[src/rtl/kgp_risc_pkg.sv]
// Shared definitions for the KGP RISC decode stage: default register-file
// geometry and the clear-sequencer state type.
package kgp_risc_pkg;

    localparam int REG_WIDTH = 32;
    localparam int REG_DEPTH = 32;

    typedef enum logic {
        RF_IDLE,
        RF_SWEEP
    } rf_state_t;

endpackage : kgp_risc_pkg

[src/rtl/rf_read_port.sv]
// One combinational read port of the register file. It resolves the zero
// register, the clear sweep and write forwarding ahead of the stored value.
module rf_read_port #(
    parameter int WIDTH    = 32,
    parameter int AW       = 5,
    parameter bit ZERO_REG = 1'b1,
    parameter bit BYPASS   = 1'b1
) (
    input  logic [AW-1:0]    addr,
    input  logic             sweeping,
    input  logic             we,
    input  logic [AW-1:0]    wa,
    input  logic [WIDTH-1:0] wd,
    input  logic [WIDTH-1:0] stored,
    output logic [WIDTH-1:0] data
);

    // NOTE: data gets a default before the chain so every path assigns it and
    // no latch is inferred.
    always_comb begin
        data = stored;
        if (ZERO_REG && (addr == '0)) begin
            data = '0;
        end else if (sweeping) begin
            data = '0;
        end else if (BYPASS && we && (wa == addr)) begin
            data = wd;
        end
    end

endmodule : rf_read_port

[src/rtl/reg_file_2r1w.sv]
// Decode-stage register file: two combinational read ports, one synchronous
// write port, optional hardwired zero register and a sequenced clear sweep.
module reg_file_2r1w
    import kgp_risc_pkg::*;
#(
    parameter int  WIDTH    = REG_WIDTH,
    parameter int  DEPTH    = REG_DEPTH,
    parameter bit  ZERO_REG = 1'b1,
    parameter bit  BYPASS   = 1'b1,
    localparam int AW       = $clog2(DEPTH)
) (
    input  logic             clk,
    input  logic             rstn,
    input  logic [AW-1:0]    rsa,
    input  logic [AW-1:0]    rta,
    input  logic             we,
    input  logic [AW-1:0]    wa,
    input  logic [WIDTH-1:0] wd,
    input  logic             clr,
    output logic [WIDTH-1:0] rsr,
    output logic [WIDTH-1:0] rtr,
    output logic             busy
);

    rf_state_t        state_q, state_d;
    logic [AW-1:0]    cnt_q, cnt_d;
    logic [WIDTH-1:0] mem [DEPTH];
    logic             sweeping;
    logic             wr_en;

    assign sweeping = (state_q == RF_SWEEP);
    assign busy     = sweeping;
    assign wr_en    = we && (state_q == RF_IDLE) && !(ZERO_REG && (wa == '0));

    // NOTE: sequential state uses non-blocking assignments so every flop
    // samples pre-edge values regardless of statement order.
    always_ff @(posedge clk or negedge rstn) begin
        if (!rstn) begin
            state_q <= RF_IDLE;
            cnt_q   <= '0;
        end else begin
            state_q <= state_d;
            cnt_q   <= cnt_d;
        end
    end

    // The counter wraps from DEPTH-1 to 0 on the same edge the sweep ends.
    always_comb begin
        state_d = state_q;
        cnt_d   = cnt_q;
        unique case (state_q)
            RF_IDLE: begin
                if (clr) begin
                    state_d = RF_SWEEP;
                    cnt_d   = '0;
                end
            end
            RF_SWEEP: begin
                cnt_d = cnt_q + 1'b1;
                if (cnt_q == AW'(DEPTH - 1)) begin
                    state_d = RF_IDLE;
                end
            end
            default: begin
                state_d = RF_IDLE;
                cnt_d   = '0;
            end
        endcase
    end

    // NOTE: the storage is a plain flop array, so the async reset clears every
    // entry; a RAM macro could not offer that.
    always_ff @(posedge clk or negedge rstn) begin
        if (!rstn) begin
            for (int i = 0; i < DEPTH; i++) begin
                mem[i] <= '0;
            end
        end else if (sweeping) begin
            mem[cnt_q] <= '0;
        end else if (wr_en) begin
            mem[wa] <= wd;
        end
    end

    rf_read_port #(
        .WIDTH    (WIDTH),
        .AW       (AW),
        .ZERO_REG (ZERO_REG),
        .BYPASS   (BYPASS)
    ) u_port_s (
        .addr     (rsa),
        .sweeping (sweeping),
        .we       (we),
        .wa       (wa),
        .wd       (wd),
        .stored   (mem[rsa]),
        .data     (rsr)
    );

    rf_read_port #(
        .WIDTH    (WIDTH),
        .AW       (AW),
        .ZERO_REG (ZERO_REG),
        .BYPASS   (BYPASS)
    ) u_port_t (
        .addr     (rta),
        .sweeping (sweeping),
        .we       (we),
        .wa       (wa),
        .wd       (wd),
        .stored   (mem[rta]),
        .data     (rtr)
    );

endmodule : reg_file_2r1w

[config.mk]
export PLATFORM = sky130hd
export DESIGN_NAME = reg_file_2r1w
export DESIGN_NICKNAME = d
export VERILOG_FILES = /design/src/rtl/kgp_risc_pkg.sv /design/src/rtl/rf_read_port.sv /design/src/rtl/reg_file_2r1w.sv
export SDC_FILE = /design/constraint.sdc
export NUM_CORES = 2
export LEC_CHECK = 0
export CORE_ASPECT_RATIO = 2
export CORE_MARGIN = 3
export CORE_UTILIZATION = 47
export CTS_BUF_LIST = sky130_fd_sc_hd__clkbuf_2 sky130_fd_sc_hd__clkbuf_4 sky130_fd_sc_hd__clkbuf_8
export DETAILED_ROUTE_END_ITERATION = 8
export GPL_ROUTABILITY_DRIVEN = 0
export PLACE_DENSITY = 0.73
export SLEW_MARGIN = 20
export SYNTH_ARGS = -nofsm -noshare
export SYNTH_HDL_FRONTEND = slang
export SYNTH_SLANG_ARGS = --single-unit
export TNS_END_PERCENT = 10
[constraint.sdc]
create_clock -name clk -period 2.69 [get_ports clk]
set_clock_uncertainty 0.05 [all_clocks]
set_input_delay 0.538 -clock clk [delete_from_list [all_inputs] [get_ports clk]]
set_output_delay 0.538 -clock clk [all_outputs]
set_load 0.02 [all_outputs]
-- Word-level counts from Yosys, hierarchy flattened
Cells that the tools add are included.
- add/sub/neg operators: 1
- reduce and logical (&&, ||, !) cells: 11
- equal/unequal tests: 4
- bitwise operators: 7
- muxes and demuxes: 24
- magnitude comparators: 6
- operators with widths (operator ; number):
    1024-bit 2-to-1 mux ; 2
    1024-bit AND ; 1
    1024-bit bitwise mux ; 1
    1024-bit inverter ; 1
    32-bit 2-to-1 mux ; 12
    32-bit binary-select mux with 5-bit select ; 2
    32-bit demux with 5-bit select ; 2
    6-bit >= comparator (second input constant) ; 4
    5-bit inverter with 6-bit output ; 4
    5-bit zero test ; 3
    6-bit by 1-bit less-than comparator with 1-bit output (second input constant) ; 2
    5-bit equality test ; 2
    5-bit case mux with 2 select lines ; 1
    1-bit logical AND ; 6
    5-bit by 1-bit adder with 5-bit output (second input constant) ; 1
    5-bit equality test (second input constant) ; 1
    5-bit 2-to-1 mux ; 1
    1-bit 2-to-1 mux ; 2
    2-bit != test (second input constant) ; 1
    1-bit case mux with 2 select lines ; 1
    2-bit nonzero test ; 1
    1-bit zero test ; 1
    1-bit inverter ; 1
- bits of input ports: 51
- output and inout port bits: 65
- register bits: 1030
- logic and storage cells: 87

-- Logic depth before layout (Yosys ltp)
- depth in word-level cells: 8
- gate-level depth with buffers: 10
- mapped depth without buffers: 5

-- Cells and area by module
From an unflattened synthesis, not the netlist that was laid out.
- cells, all modules: 5030
- area, all modules: 55460.7 um^2
- by module, submodules not included (module ; cells each ; seq. area each (um^2) ; instances ; area an instance (um^2)):
    reg_file_2r1w ; 4784 ; 25774.7 ; 1 ; 54159.4
    rf_read_port ; 123 ; 0.0 ; 2 ; 650.6

-- Worst setup path after synthesis
Ideal clock, no wire load.
- path kind: input -> output
- start point: input rta[3]
- end point: output rtr[20]
- path buffers: 4
- required time: 2.102 ns
- arrival time: 2.183 ns
- stages on the path: 9
- setup slack: -0.081 ns
- cells stage by stage: buf_2 nor2b_1 clkbuf_1 nor2b_1 buf_2 clkbuf_1 a22o_1 a31oi_1 a31oi_1
- longest elaborated chain between the ends: 7
- elaborated cells on any way between the ends: 10
- classes of those cells: eq/ne (1); mux (6); bitwise (1); reduce/logical (2)
- RTL lines (element ; line ; text):
    from (decl) ; reg_file_2r1w.sv:15 ; input logic [AW-1:0] rta,
    5-bit inverter with 6-bit output (implied by the code) ; reg_file_2r1w.sv:111 ; .stored (mem[rta]),
    32-bit binary-select mux with 5-bit select ; reg_file_2r1w.sv:111 ;
    32-bit 2-to-1 mux (implied by the code) (2 in series) ; reg_file_2r1w.sv:111 ;
    32-bit 2-to-1 mux ; rf_read_port.sv:26 ; end else if (BYPASS && we && (wa == addr)) begin
    32-bit 2-to-1 mux ; rf_read_port.sv:24 ; end else if (sweeping) begin
    32-bit 2-to-1 mux * ; rf_read_port.sv:22 ; if (ZERO_REG && (addr == '0)) begin
    to (decl) ; reg_file_2r1w.sv:21 ; output logic [WIDTH-1:0] rtr,
Mark *: on every way between the ends. The rest lies on a longest branch, timed or not. The select of a mux whose other input is x is not followed.

-- Worst setup path after layout
- start point: register mem[393] in the netlist's numbering
- end point: output rsr[9]
- longest elaborated chain between the ends: 6
- RTL lines (element ; line ; text):
    from (decl) ; reg_file_2r1w.sv:27 ; logic [WIDTH-1:0] mem [DEPTH];
    from (signal, indexed assignment) ; reg_file_2r1w.sv:81 ; mem[wa] <= wd;
    32-bit binary-select mux with 5-bit select ; reg_file_2r1w.sv:96 ; .stored (mem[rsa]),
    32-bit 2-to-1 mux (implied by the code) (2 in series) ; reg_file_2r1w.sv:96 ;
    32-bit 2-to-1 mux ; rf_read_port.sv:26 ;
    32-bit 2-to-1 mux ; rf_read_port.sv:24 ;
    32-bit 2-to-1 mux ; rf_read_port.sv:22 ;
    to (decl) ; reg_file_2r1w.sv:20 ; output logic [WIDTH-1:0] rsr,
Every way passes these cells. The select of a mux whose other input is x is not followed.

==> flow_metrics.env <==
export IMPL_worst_path_buf_inv=2
export IMPL_critPathTopFamily="compound AO/OA/AOI/OAI gates"
export IMPL_die_area_sq_um=119700
export IMPL_yosys_area_share_simple_pct=2.627
export IMPL_syn_to_final_growth_pct=30.66
export IMPL_synth_cell_types=54
export IMPL_io_buffers=115
export IMPL_antenna_found_initial=6
export IMPL_grt_max_degree=106
export IMPL_rr_worst_depth=5
export IMPL_cp_max_fo=2
export IMPL_clkLatencyLatePin_ns=0.90
export IMPL_clockBufferDepth=3
export IMPL_grt_setup_unrepaired="yes"
export IMPL_fmaxAchievable_ghz=0.2836
export IMPL_routed_wl_mm=243.3
export IMPL_cts_tree="done"
export IMPL_fin_crit_sh_pct=131.1
export IMPL_ant_nets=0
export IMPL_worst_pin_slew_ns=0.9964
export IMPL_peakVddDrop_v=0.0004372
export IMPL_ys_warnings_count=0
export IMPL_ys_async_sr_fraction_pct=100.0
export IMPL_synth_net_count=4215
export IMPL_fp_dieW_microns=246.1
export IMPL_max_cap_viol_count=0
export IMPL_drive_gt1_share_pct=39.87
export IMPL_htree_levels=4
export IMPL_final_common_cell="dfrtp_1"
export IMPL_numCtsBuffers=149
export IMPL_grt_pass1_wl_mm=353.2
export IMPL_detail_route_wl_per_cell_microns=36.65
export IMPL_period_minus_slack_ns=3.526
export IMPL_syn_inst=4159
export IMPL_crit_path_start_kind="register"
export IMPL_synthXorXnorAreaFrac_pct=0.1939
export IMPL_arrival_ns=2.94
export IMPL_path_clk_slew_ns=0.06
export IMPL_die_h_microns=486.3
export IMPL_cellPowerDensity_nw_per_um2=609.7
export IMPL_drt_pass1_iter_count=8
export IMPL_rrSetupSlack_ns=0.08
export IMPL_required_ns=2.10
export IMPL_start_util_pct=47.52
export IMPL_rows=175
export IMPL_grt_pass1_vias=52480
export IMPL_critPathKind="register to output port"
export IMPL_max_slew_margin_pct=33.58
export IMPL_finalPower_uw=43180
export IMPL_io_pins=116
export IMPL_violations="negative setup slack"
export IMPL_clkSinkCount=1030
export IMPL_synth_top_family_by_area="compound AO/OA/AOI/OAI gates"
export IMPL_fin_nets=5065
export IMPL_synth_ff_type="dfrtp_1"
export IMPL_setup_slack_ns=-0.8356
export IMPL_crit_chain="buf_4 > mux4_2 > nor2b_1 > a31oi_1 > a41oi_1 > buf_2"
export IMPL_synth_fa_ha_area_share_pct=0.1154
export IMPL_place_hpwl_mm=154.4
export IMPL_num_vias=49610
export IMPL_p_leak_uw=0.03265
export IMPL_drc=0
export IMPL_critPathMaxStageDelay_ns=0.46
export IMPL_rr_endpoint="mem[590]"
export IMPL_finalHoldWorstSlack_ns=0.1210
export IMPL_worstSetupEndpointType="output port"
export IMPL_r2r_start="busy"
export IMPL_overflow=0
export IMPL_drt_initial_drc_count=7393
export IMPL_run_status="finished, violations left"
export IMPL_synth_seq_cells=1030
export IMPL_grtUsageTotal_pct=40.62
export IMPL_fillers=8330
export IMPL_ys_seq_area_share_pct=47.55
export IMPL_report_final_hold_viol_count=0
export IMPL_synth_compound_area_share_pct=22.91
export IMPL_min_path_type="primary input to asynchronous set/reset pin"
export IMPL_cts_root_buf="clkbuf_8"
export IMPL_pre_cts_ws_ns=-1.213
export IMPL_core_area_sq_um=114100
export IMPL_tns_ns=-43.88
export IMPL_viasPerCell=7.474
export IMPL_maxSlewViolCount=0
export IMPL_synth_mux_area_share_pct=21.80
export IMPL_cp_slowest_cell="mux4_2"
export IMPL_startpoint="mem[393]"
export IMPL_synth_area_sq_um=54210
export IMPL_layout_common_cells="dfrtp_1 (1,030), a22o_1 (1,011), buf_4 (926)"
export IMPL_setup_viol=64
export IMPL_synth_edff_count=0
export IMPL_avgSynthCellArea_sq_um=13.03
Yosys cell counts, types with 14 or more instances:
cell | count | area, sq um
dfrtp_1 | 1030 | 25770
a22o_1 | 1011 | 8855
mux2i_1 | 411 | 4114
clkbuf_1 | 391 | 1468
mux4_2 | 320 | 7207
o21ai_0 | 98 | 490.5
o22ai_1 | 86 | 538.0
o221ai_1 | 80 | 700.7
a22oi_1 | 70 | 525.5
a31oi_1 | 69 | 431.7
nor2b_1 | 65 | 406.6
buf_2 | 50 | 250.2
and2_1 | 48 | 300.3
mux2_2 | 44 | 495.5
buf_4 | 39 | 292.8
a21oi_1 | 36 | 180.2
nand2_1 | 36 | 135.1
nand3_1 | 35 | 175.2
buf_6 | 34 | 382.9
nor2_1 | 32 | 120.1
buf_1 | 27 | 101.4
a41oi_1 | 25 | 219.0
a211o_1 | 14 | 122.6
worst reg2reg max path, cell delays in order, from the launching register on:
cell,delay [ns]
dfrtp_1,0.52
buf_4,0.30
and2_1,0.83
a21oi_4,0.31
buf_12,0.27
a22o_1,0.20
logic make-up (layout without fill, tap and decap cells):
| kind of cell | Yosys count | count (layout) |
|---|---|---|
| DFF | 1030 | 1030 |
| xor gates and xnor gates | 12 | 12 |
| AOI/OAI and AO/OA | 1528 | 1528 |
| adders and majority gates | 5 | 5 |
| other | 0 | 6 |
| and+or+nand+nor | 259 | 259 |
| buffers and inverters | 550 | 1518 |
| muxes | 775 | 775 |
state kept, by name, indices dropped and copies added, names as in the netlist:
name / count
busy: 1
mem: 1024
cnt_q: 5
area by class of cell:
type | instances | area [sq um] | area share (%)
diodes | 6 | 15.01 | 0.02120
clock buffers | 223 | 2838 | 4.007
clock inverters | 46 | 495.5 | 0.6996
inverters | 3 | 11.26 | 0.01590
multi-input cells | 2579 | 27730 | 39.15
flip-flops and latches | 1030 | 25770 | 36.39
well taps | 1504 | 1882 | 2.657
repair buffers | 1246 | 12080 | 17.06
layer usage:
metal,wire [microns],vias up,global-route usage [%]
met4,28170,2,38.01
met5,9,-,0
met1,74400,24810,45.61
met2,107400,4698,60.03
met3,33270,1668,13.99
li1,-,18430,-
timing repair:
action / in CTS / in global routing
gates resized for setup: 365 / 100
hold endpoints to repair: 261 / 0
endpoints found under the setup margin: 64 / 64
setup buffers: 3 / 9
cloned: 0 / 1
hold buffers: 1 / 0
pin swaps: 52 / 27
metrics by stage:
| step | instance area, sq um | instances | utilization, % |
|---|---|---|---|
| 2_1_floorplan | 54320 | 4159 | - |
| 3_3_place_gp | 66110 | 6351 | 57.95 |
| 3_5_place_dp | 66110 | 6351 | 57.95 |
| 4_1_cts | 70260 | 6621 | 61.59 |
| 5_1_grt | 70810 | 6632 | 62.07 |
| 6_report | 70820 | 6637 | 62.08 |
where the power goes:
part | switching (uW) | leakage (uW) | internal, uW
Combinational | 6050 | 0.0166 | 4850
Sequential | 1060 | 0.0143 | 16800
Clock | 6720 | 0.00175 | 7650
worst max-delay path by stage:
stage / endpoint / slack, ns / cells after the start
after CTS: rsr[30] / -0.81 / 7
after detailed placement: rtr[31] / -1.21 / 9
after global routing: rsr[9] / -0.86 / 6
after global placement: rsr[29] / -1.21 / 10
after floorplan: rtr[8] / -0.06 / 9
final: rsr[9] / -0.84 / 6
Note: power is estimated with default switching activity, not from simulation.
